==> config.mk <==
export PLATFORM = sky130hd
export DESIGN_NAME = hand_bank
export DESIGN_NICKNAME = d
export VERILOG_FILES = /design/src/rtl/hand_bank.sv
export SDC_FILE = /design/constraint.sdc
export NUM_CORES = 1
export LEC_CHECK = 0
export ABC_AREA = 1
export CORE_UTILIZATION = 30
export DETAILED_ROUTE_END_ITERATION = 6
export HOLD_SLACK_MARGIN = 0.05
export PLACE_DENSITY = 0.5
export SETUP_SLACK_MARGIN = 0.4
export SLEW_MARGIN = 20
export SYNTH_ARGS = -nofsm -noshare
export SYNTH_HDL_FRONTEND = slang
export SYNTH_SLANG_ARGS = --single-unit
==> constraint.sdc <==
create_clock -name slow_clock -period 9.3 [get_ports slow_clock]
set_clock_uncertainty 0.15 [all_clocks]
set_input_delay 2.79 -clock slow_clock [delete_from_list [all_inputs] [get_ports slow_clock]]
set_output_delay 2.79 -clock slow_clock [all_outputs]
set_load 0.02 [all_outputs]
==> src/rtl/hand_bank.sv <==
// hand_bank: banked storage for several card hands. Each hand has a
// running baccarat score and full/natural flags, and each hand can be cleared.
module hand_bank #(
  parameter int NUM_HANDS = 2,
  parameter int MAX_CARDS = 3,
  parameter int HW        = $clog2(NUM_HANDS)
) (
  input  logic                                     slow_clock,
  input  logic                                     resetb,
  input  logic                                     deal_valid,
  input  logic [HW-1:0]                            deal_hand,
  input  logic [3:0]                               deal_card,
  output logic                                     deal_ready,
  input  logic                                     clear_valid,
  input  logic [HW-1:0]                            clear_hand,
  output logic [NUM_HANDS*MAX_CARDS*4-1:0]         cards_flat,
  output logic [NUM_HANDS*$clog2(MAX_CARDS+1)-1:0] count_flat,
  output logic [NUM_HANDS*4-1:0]                   score_flat,
  output logic [NUM_HANDS-1:0]                     full,
  output logic [NUM_HANDS-1:0]                     natural,
  output logic                                     deal_err
);

  localparam int CW = $clog2(MAX_CARDS + 1);

  localparam logic [0:0] IDLE   = 1'b0;
  localparam logic [0:0] UPDATE = 1'b1;

  logic [0:0]    state;
  logic [HW-1:0] upd_hand;
  logic [3:0]    cards [NUM_HANDS][MAX_CARDS];
  logic [CW-1:0] count [NUM_HANDS];
  logic [3:0]    score [NUM_HANDS];

  logic          hand_ok;
  logic          card_ok;
  logic          deal_ok;
  logic [CW-1:0] tgt_count;
  logic [CW-1:0] upd_count;
  logic [4:0]    calc_score;

  // A card is only taken while idle. A pending clear has priority over a deal,
  // and no card is taken while reset is applied.
  assign deal_ready = (state == IDLE) && !clear_valid && !resetb;

  // Check the offered card. Card code 1-13 is valid, the hand index must be in
  // range, and the target hand must have a free slot.
  always_comb begin
    hand_ok   = 1'b0;
    tgt_count = '0;
    for (int h = 0; h < NUM_HANDS; h++) begin
      if (deal_hand == HW'(h)) begin
        hand_ok   = 1'b1;
        tgt_count = count[h];
      end
    end
    card_ok = (deal_card >= 4'd1) && (deal_card <= 4'd13);
    deal_ok = hand_ok && card_ok && (tgt_count != CW'(MAX_CARDS));
  end

  // Add the values of the hand being updated into a sum kept modulo 10.
  // Tens and face cards, and empty slots, add nothing.
  always_comb begin
    calc_score = '0;
    upd_count  = '0;
    for (int h = 0; h < NUM_HANDS; h++) begin
      if (upd_hand == HW'(h)) begin
        upd_count = count[h];
        for (int s = 0; s < MAX_CARDS; s++) begin
          if ((cards[h][s] >= 4'd1) && (cards[h][s] <= 4'd9)) begin
            calc_score = calc_score + {1'b0, cards[h][s]};
            if (calc_score >= 5'd10) begin
              calc_score = calc_score - 5'd10;
            end
          end
        end
      end
    end
  end

  // FSM and storage. IDLE stores accepted cards or clears a hand.
  // UPDATE registers the score and flags for the hand that just took a card.
  always_ff @(posedge slow_clock) begin
    if (resetb) begin
      state    <= IDLE;
      upd_hand <= '0;
      deal_err <= 1'b0;
      full     <= '0;
      natural  <= '0;
      for (int h = 0; h < NUM_HANDS; h++) begin
        count[h] <= '0;
        score[h] <= '0;
        for (int s = 0; s < MAX_CARDS; s++) begin
          cards[h][s] <= '0;
        end
      end
    end else begin
      deal_err <= 1'b0;
      case (state)
        IDLE: begin
          if (clear_valid) begin
            for (int h = 0; h < NUM_HANDS; h++) begin
              if (clear_hand == HW'(h)) begin
                count[h]   <= '0;
                score[h]   <= '0;
                full[h]    <= 1'b0;
                natural[h] <= 1'b0;
                for (int s = 0; s < MAX_CARDS; s++) begin
                  cards[h][s] <= '0;
                end
              end
            end
          end else if (deal_valid) begin
            if (deal_ok) begin
              for (int h = 0; h < NUM_HANDS; h++) begin
                if (deal_hand == HW'(h)) begin
                  for (int s = 0; s < MAX_CARDS; s++) begin
                    if (count[h] == CW'(s)) begin
                      cards[h][s] <= deal_card;
                    end
                  end
                  count[h] <= count[h] + CW'(1);
                end
              end
              upd_hand <= deal_hand;
              state    <= UPDATE;
            end else begin
              deal_err <= 1'b1;
            end
          end
        end
        UPDATE: begin
          for (int h = 0; h < NUM_HANDS; h++) begin
            if (upd_hand == HW'(h)) begin
              score[h]   <= calc_score[3:0];
              full[h]    <= (upd_count == CW'(MAX_CARDS));
              natural[h] <= (upd_count == CW'(2)) && (calc_score >= 5'd8);
            end
          end
          state <= IDLE;
        end
        default: state <= IDLE;
      endcase
    end
  end

  genvar gh, gs;
  for (gh = 0; gh < NUM_HANDS; gh++) begin : g_hand
    assign count_flat[gh*CW +: CW] = count[gh];
    assign score_flat[gh*4 +: 4]   = score[gh];
    for (gs = 0; gs < MAX_CARDS; gs++) begin : g_slot
      assign cards_flat[(gh*MAX_CARDS+gs)*4 +: 4] = cards[gh][gs];
    end
  end

endmodule

; Yosys cells after proc, flatten, opt, wreduce, memory -nomap -nowiden
; Memory sizes are Yosys's and may differ from the RTL's.
; Cells that the tools add are included.
; Widths: inputs -> output; s select.
[word_totals]
regBits = 7
ramBits = 36
inputBits = 10
output_inout_bits = 42
elab_cells = 234
n_memories = 3
[mem_list]
columns = name, depth, width, read_ports, rd_clocked_by_memory_dff, wr, line_no
row1 = cards, 2, 12, 2, 0, 2, 31  ; logic [3:0] cards [NUM_HANDS][MAX_CARDS];
row2 = score, 2, 4, 2, 0, 2, 33  ; logic [3:0] score [NUM_HANDS];
row3 = count, 2, 2, 2, 0, 2, 32  ; logic [CW-1:0] count [NUM_HANDS];
[classes]
addsub = 13
n_lt_le_gt_ge = 21
n_eq_ne = 12
muxes = 136
bitwise = 23
reduce_logical = 19
[ops]
columns = cell, n
row1 = $mux 1, 92
row2 = $mux 5, 18
row3 = $mux 4, 16
row4 = $ge 5x4->1 const B, 6
row5 = $ge 4x1->1 const B, 7
row6 = $le 4x4->1 const B, 7
row7 = $add 5x4->5, 5
row8 = $sub 5x4->5 const B, 5
row9 = $or 1x1->1, 20
row10 = $mux 2, 7
row11 = $logic_and 1x1->1, 11
row12 = $ne 2x2->1 const B, 5
row13 = $eq 2x2->1 const B, 4
row14 = $pmux 2 s2, 2
row15 = $reduce_and 3->1, 2
row16 = $sub 4x4->5 const B, 1
row17 = $add 2x1->2 const B, 2
row18 = $eq 2x1->1 const B, 2
row19 = $ge 4x4->1 const B, 1
row20 = $logic_not 2->1, 2
row21 = $reduce_and 4->1, 1
row22 = $reduce_or 4->1, 1
row23 = $not 1->1, 3
row24 = $logic_not 1->1, 2
row25 = other kinds (2), 2

; Logic depth before layout (Yosys ltp)
; An unclocked memory read counts as a cell.
[depth]
depth_word = 34
mapped_depth = 72
mapped_depth_nobuf = 72

; Worst setup path before layout
; No wires, ideal clock.
[synth_timing]
kind = flip-flop to flip-flop
start = memory cards[0][10] in the netlist's numbering
end = memory score[0][3], data pin
setup_time_ns = 0.258
arrival_ns = 8.400
required_ns = 8.892
slack_ns = 0.493
stages_incl_launch_ff = 59
n_path_buf = 0
period_less_slack_ns = 8.807
cell_sequence = edfxtp_1 -> nor2_1 -> inv_1 -> ha_1 -> inv_1 -> nand2_2 -> inv_1 -> o21ai_1 -> a21oi_1 -> fa_1 -> inv_1 -> ha_1 -> inv_1 -> a21oi_2 -> inv_1 -> nand2_2 -> nand2_2 -> xor2_1 -> [23 not listed] -> xnor2_1 -> inv_1 -> ha_1 -> inv_1 -> o21ai_0 -> nand3_1 -> o21ai_0 -> nand2_1 -> fa_1 -> xor2_1 -> ha_1 -> o22ai_1 -> inv_1 -> nand3_2 -> nand2_1 -> nand3_1 -> a21oi_2 -> nor2_1
[synth_lines]
columns = element, line_no
row1 = "start, declared", 31
row2 = "end, declared", 33

==> results.toml <==
[floorplanning]
rows = 40
die_w_um = 113.4
dieArea_um2 = 12870
start_util = 0.3088
die_y_um = 113.4
io-pin-count = 52
coreArea_um2 = 12060

[pwr]
p_per_area_nw_per_um2 = 367.5
leakage_nw = 2.559
max-vdd-ir-drop_v = 0.0002315

[final_layout]
layout_common_cells = "nand2_1 (88), inv_1 (67), buf_4 (66)"
drive_gt1_frac = 0.3376
final_common_cell = "nand2_1"
syn_to_final_growth_pct = 51.36
utilization = 0.4674
final_nets = 672
antenna_cells = 0

[logic_synthesis]
synthXorXnorAreaFrac = 0.02116
synth_compound_area_frac = 0.1092
synth_top_family_by_area = "simple AND/OR/NAND/NOR gates"
syn-num-nets = 544
yosys_warnings = 0
yosysTopAreaCellShare = 0.2902
synthAdderAreaFrac = 0.1357
seq_area_frac_synth = 0.3278
yosys.area_share.simple = 0.3131
syn_area_um2 = 3725
synth.area.mux_share = 0
syn_area_per_cell_um2 = 7.510
syn_inst = 496
synth_area_leaders = "edfxtp_1 (29%), ha_1 (11%), nand2_1 (10%)"
ys_seq_elements = 43
yosysTopAreaCell = "edfxtp_1"
synth_cell_types = 40

[run_status]
status = "finished clean"

[worst_setup_path]
crit_path_max_fanout = 5
slowest_delay_ps = 470
end_kind = "flop"
cp-start-kind = "flop"
cpMostUsedCell = "nand2_2"
cp.arrival_ps = 8480
crit_buf_inv = 16
slowest_stage = "fa_2"
worstSetupPathType = "flop to flop"
crit_family = "adder cells"
worstPathRequired_ps = 9270

[timing]
max-slew-margin-rel = 0.6415
period_needed_ps = 8503
drv_slew = 0
finalHoldWorstSlack_ps = 407.4
setup_viol = 0
rsz0062_at_grt = "yes"
clock.fmax_mhz = 117.6
fin_tns_setup_ps = 0
hold_viol = 0
finalCritPeriodShare = 0.9143
worst_pin_slew_ps = 537.0

[clock_network]
cts_buffers = 5
clockRootBuffer = "clkbuf_16"
clk-insertion-delay-late_ps = 280
clkTransAtPathRegs_ps = 60
cts_sinks = 43
h-tree-depth = 2
tritoncts = "built"
clockBufferDepth = 2

[detailed_routing]
num_vias = 3690
firstDrtPassIters = 4
wirelength_mm = 10.51
ant_nets = 0
post_drt_wl_per_cell_um = 13.26
routed_via_density = 4.653
drc = 0
first_iter_violations = 106

[global_routing]
antenna_found_initial = 0
grt_overflow = 0
first_global_vias = 3481
grt_pass1_wl_mm = 16.53
grt_use_total = 0.1596
grt_max_degree = 15

[place]
dp_hpwl_mm = 8.095
gp_congestion = 0.8187
numPortBuffers = 51

[hold_path]
hold_path_class = "flop to flop"

[flow_run]
maxCapViolCount = 0
[layer usage]
layer | vias up | track usage | wire length [µm]
met5 | - | 0 | 0
met4 | 0 | 0.02632 | 37
met3 | 6 | 0.01913 | 373
met2 | 76 | 0.2744 | 5244
met1 | 1698 | 0.2183 | 4857
li1 | 1910 | - | -
[sequential cells by signal (all words and copies together), names as in the netlist]
register and flops:
cards 24, count 4, natural 2, upd_hand 1
full 2, state 1, score 8, deal_err 1
[stage by stage]
stage / area, µm² / total power, W / cells / setup WS, ps
after floorplan: 3725 / 0.0009652 / 496 / 492.6
after global placement: 4827 / 0.001419 / 766 / 231.2
after detailed placement: 4827 / 0.001410 / 766 / 53.02
after CTS: 5089 / 0.001658 / 775 / 421.6
after global routing: 5638 / 0.002264 / 793 / 156.1
final: 5638 / 0.002072 / 793 / 797.1
[path summary, 6_finish.rpt]
check | slack, ps | start | cells past startpoint | end
setup / recovery | 800 | cards[0][10]$_DFFE_PP_ | 66 | score[0][2]$_DFFE_PP_
hold / removal | 410 | full[1]$_SDFFE_PP0P_ | 2 | full[1]$_SDFFE_PP0P_
hold reg to reg | 410 | full[1]$_SDFFE_PP0P_ | 2 | full[1]$_SDFFE_PP0P_
setup reg to reg | 800 | cards[0][10]$_DFFE_PP_ | 66 | score[0][2]$_DFFE_PP_
[tightest hold or removal path, cell delays in order, from the launching register on]
cell     delay (ps)
dfxtp_1         310
o21ai_0         150
a21oi_1          50
[final cells by class]
| class | instances | area [µm²] |
|---|---|---|
| sequential | 43 | 1221 |
| timing repair buffer | 123 | 1074 |
| tap | 168 | 210.2 |
| fill | 1165 | 6424 |
| clock inverter | 3 | 43.79 |
| multi-input combinational | 363 | 2634 |
| inverter | 88 | 330.3 |
| clock buffer | 5 | 125.1 |
[what timing repair did]
action                                  4_1_cts  5_1_grt
endpoints found under the hold margin         0        0
setup buffers                                 1       18
hold buffers                                  0        0
gates resized for setup                      19      104
pin swaps                                    11       63
endpoints found under the setup margin        8        8
[report_power, final]
part	internal [W]	switching, W	leakage, nW
registers	0.000221	0.0000133	0.437
clock network	0.000127	0.0000718	0.0838
logic	0.000801	0.000838	2.04
[cells by family after synthesis]
logic type      count (synthesis)
simple gates                  247
fa+ha+maj                      38
buf+inv                        90
flops                          43
compound gates                 69
xor+xnor                        9
[synth_stat cells]
cell and n:
nand2_1 103, inv_1 85, nand3_1 45, nor2_1 45, edfxtp_1 36, ha_1 34, o21ai_0 21, a21oi_1 18
nand2_2 17, nand3_2 8, nor3_1 8, a31oi_1 7, dfxtp_1 7, nand4_1 6, xor2_1 6, o211ai_1 5
fa_1 4, o21ai_1 4, or4_1 4, a21oi_2 3, xnor2_1 3, a21o_1 2, and3_1 2, inv_2 2
nand2_4 2, nand3b_1 2, nor2_4 2, o21bai_1 2, o22ai_1 2, a211oi_1 1, a22oi_1 1, a311oi_1 1
buf_2 1, buf_6 1, clkinv_1 1, nor2_2 1, nor4_1 1, o211a_1 1, o31ai_1 1, or2_2 1
No activity file was read; power rests on OpenSTA's default activity.
==> edit 1 (config.mk and constraints unchanged) <==
The parameter `NUM_HANDS` goes from 2 to 4.
--- a/src/rtl/hand_bank.sv
+++ b/src/rtl/hand_bank.sv
@@ -1,7 +1,7 @@
 // hand_bank: banked storage for several card hands. Each hand has a
 // running baccarat score and full/natural flags, and each hand can be cleared.
 module hand_bank #(
-  parameter int NUM_HANDS = 2,
+  parameter int NUM_HANDS = 4,
   parameter int MAX_CARDS = 3,
   parameter int HW        = $clog2(NUM_HANDS)
 ) (
Ports: changed (7 resized); port bits go from 52 to 94. No check against the original RTL was run, so the function may have changed too.
==> edit 1 against the unedited design <==
- the run now ends with negative setup slack left
- synthesized area rose by 110%
- sequential cell count is 41 higher
- final area rose by 140%
- via count rose by 140%
- sequential share of layout area shrank 4.1 points
- wire length rose to 2.6 times the old value
- setup slack lost 8.9 ns
Power is not shown: default switching activity piles up to over one toggle a cycle in this logic, so the estimate is an artifact.
==> edit 1: results (changes against the unedited design) <==
| Metric | Value |
|---|---|
| Largest cells by area after synthesis | edfxtp_1 26%, nand2_1 12%, ha_1 11%, inv_1 10%, nor2_1 5.0% |
| Final nets | 1645 (+140%) |
| Clock Sinks | 84 (+95%) |
| Fill cells | 2399 (+110%) |
| Share of cell area taken by multi-input logic gates | 0.431 (-0.0365) |
| Worst Max-Slew Pin Slew | 0.766 ns (+0.229 ns) |
| Failing checks | negative setup slack |
| Avg WL per Cell | 14.2 µm (+7.5%) |
| Largest regs | cards (48), score (16), count (8) |
| Inverters | 211 (+140%) |
| Initial drt markers | 427 (+300%) |
| Netlist cell types | 45 (+13%) |
| Critical Path AT | 17.36 ns (+8.88 ns) |
| Pin count of the biggest net entering global routing | 17 (+2) |
| Seq/Total Area, Yosys | 0.302 (-0.0257) |
| Worst reg2reg path depth | 130 (+97%) |
| DRT Pass-1 Iters | 5 (+1) |
| Htree depth | 3 (+1) |
| Share of layout cells above drive strength 1 | 0.447 (+0.109) |
| Clock Latency Late Sink | 0.33 ns (+0.05 ns) |
| Setup WS post-layout | -8.13 ns (-8.93 ns) |
| PortBufs | 93 (+82%) |
| Status | complete, but fails checks |
| Non-clock buffer share | 0.278 (+0.0873) |
| First-pass GRT wire length | 41800 µm (+150%) |
| Drt via density | 4.68 (+0.53%) |
| Final setup violation count | 16 (+16) |
| Setup crit end | score[3][1] |
| Crit path largest cell delay | 0.53 ns (+0.06 ns) |
| Synth Area in XOR/XNOR | 0.0169 (-0.00421) |
| Post-Synth Adder-Cell Area | 0.136 (about the same) |
-- edit 1: cell types whose count changed after synthesis, sizes merged, moves of 6 or more --
| cell | before | now |
|---|---|---|
| nand3 | 53 | 100 |
| o21ai | 25 | 70 |
| nand2 | 122 | 285 |
| o21bai | 2 | 11 |
| a31oi | 7 | 14 |
| dfxtp | 7 | 18 |
| ha | 34 | 68 |
| nor2 | 48 | 104 |
| a21oi | 21 | 52 |
| fa | 4 | 10 |
| xor2 | 6 | 13 |
| edfxtp | 36 | 66 |
| or4 | 4 | 10 |
| inv | 87 | 210 |
-- edit 1: critical path: cells and delay by family, from the launching register on --
kind / cells / cell delay, ns
AOI/OAI and AO/OA: 15 / 2.11
xor gates and xnor gates: 5 / 0.91
adders and majority gates: 12 / 3.17
buffers and inverters: 67 / 7.35
DFF: 1 / 0.41
and+or+nand+nor: 31 / 2.98
-- edit 1: through the flow --
step / utilization / TNS, ns / area (µm²) / std cells
finish: 0.528 / -129.67 / 13300 / 1890
global route: 0.528 / -143.85 / 13300 / 1890
CTS: 0.504 / -119.92 / 12700 / 1867
detailed placement: 0.440 / -132.38 / 11100 / 1720
global placement: 0.440 / -130.89 / 11100 / 1720
floorplan: - / -110.58 / 8180 / 1086
-- edit 1: routing by layer --
layer  wire length (µm)  track usage  vias up
met1              12500        0.263     4128
li1                   -            -     4503
met2              12700        0.329      178
met3               1330       0.0374       32
met5                  0            0        -
met4                473       0.0455        0
-- edit 1: timing repair --
| action | in CTS | in global routing |
|---|---|---|
| pin swaps | 98 | 121 |
| buffers inserted | 131 | 23 |
| setup endpoints to repair | 16 | 20 |
| cloned | 0 | 0 |
| gates resized for setup | 86 | 112 |
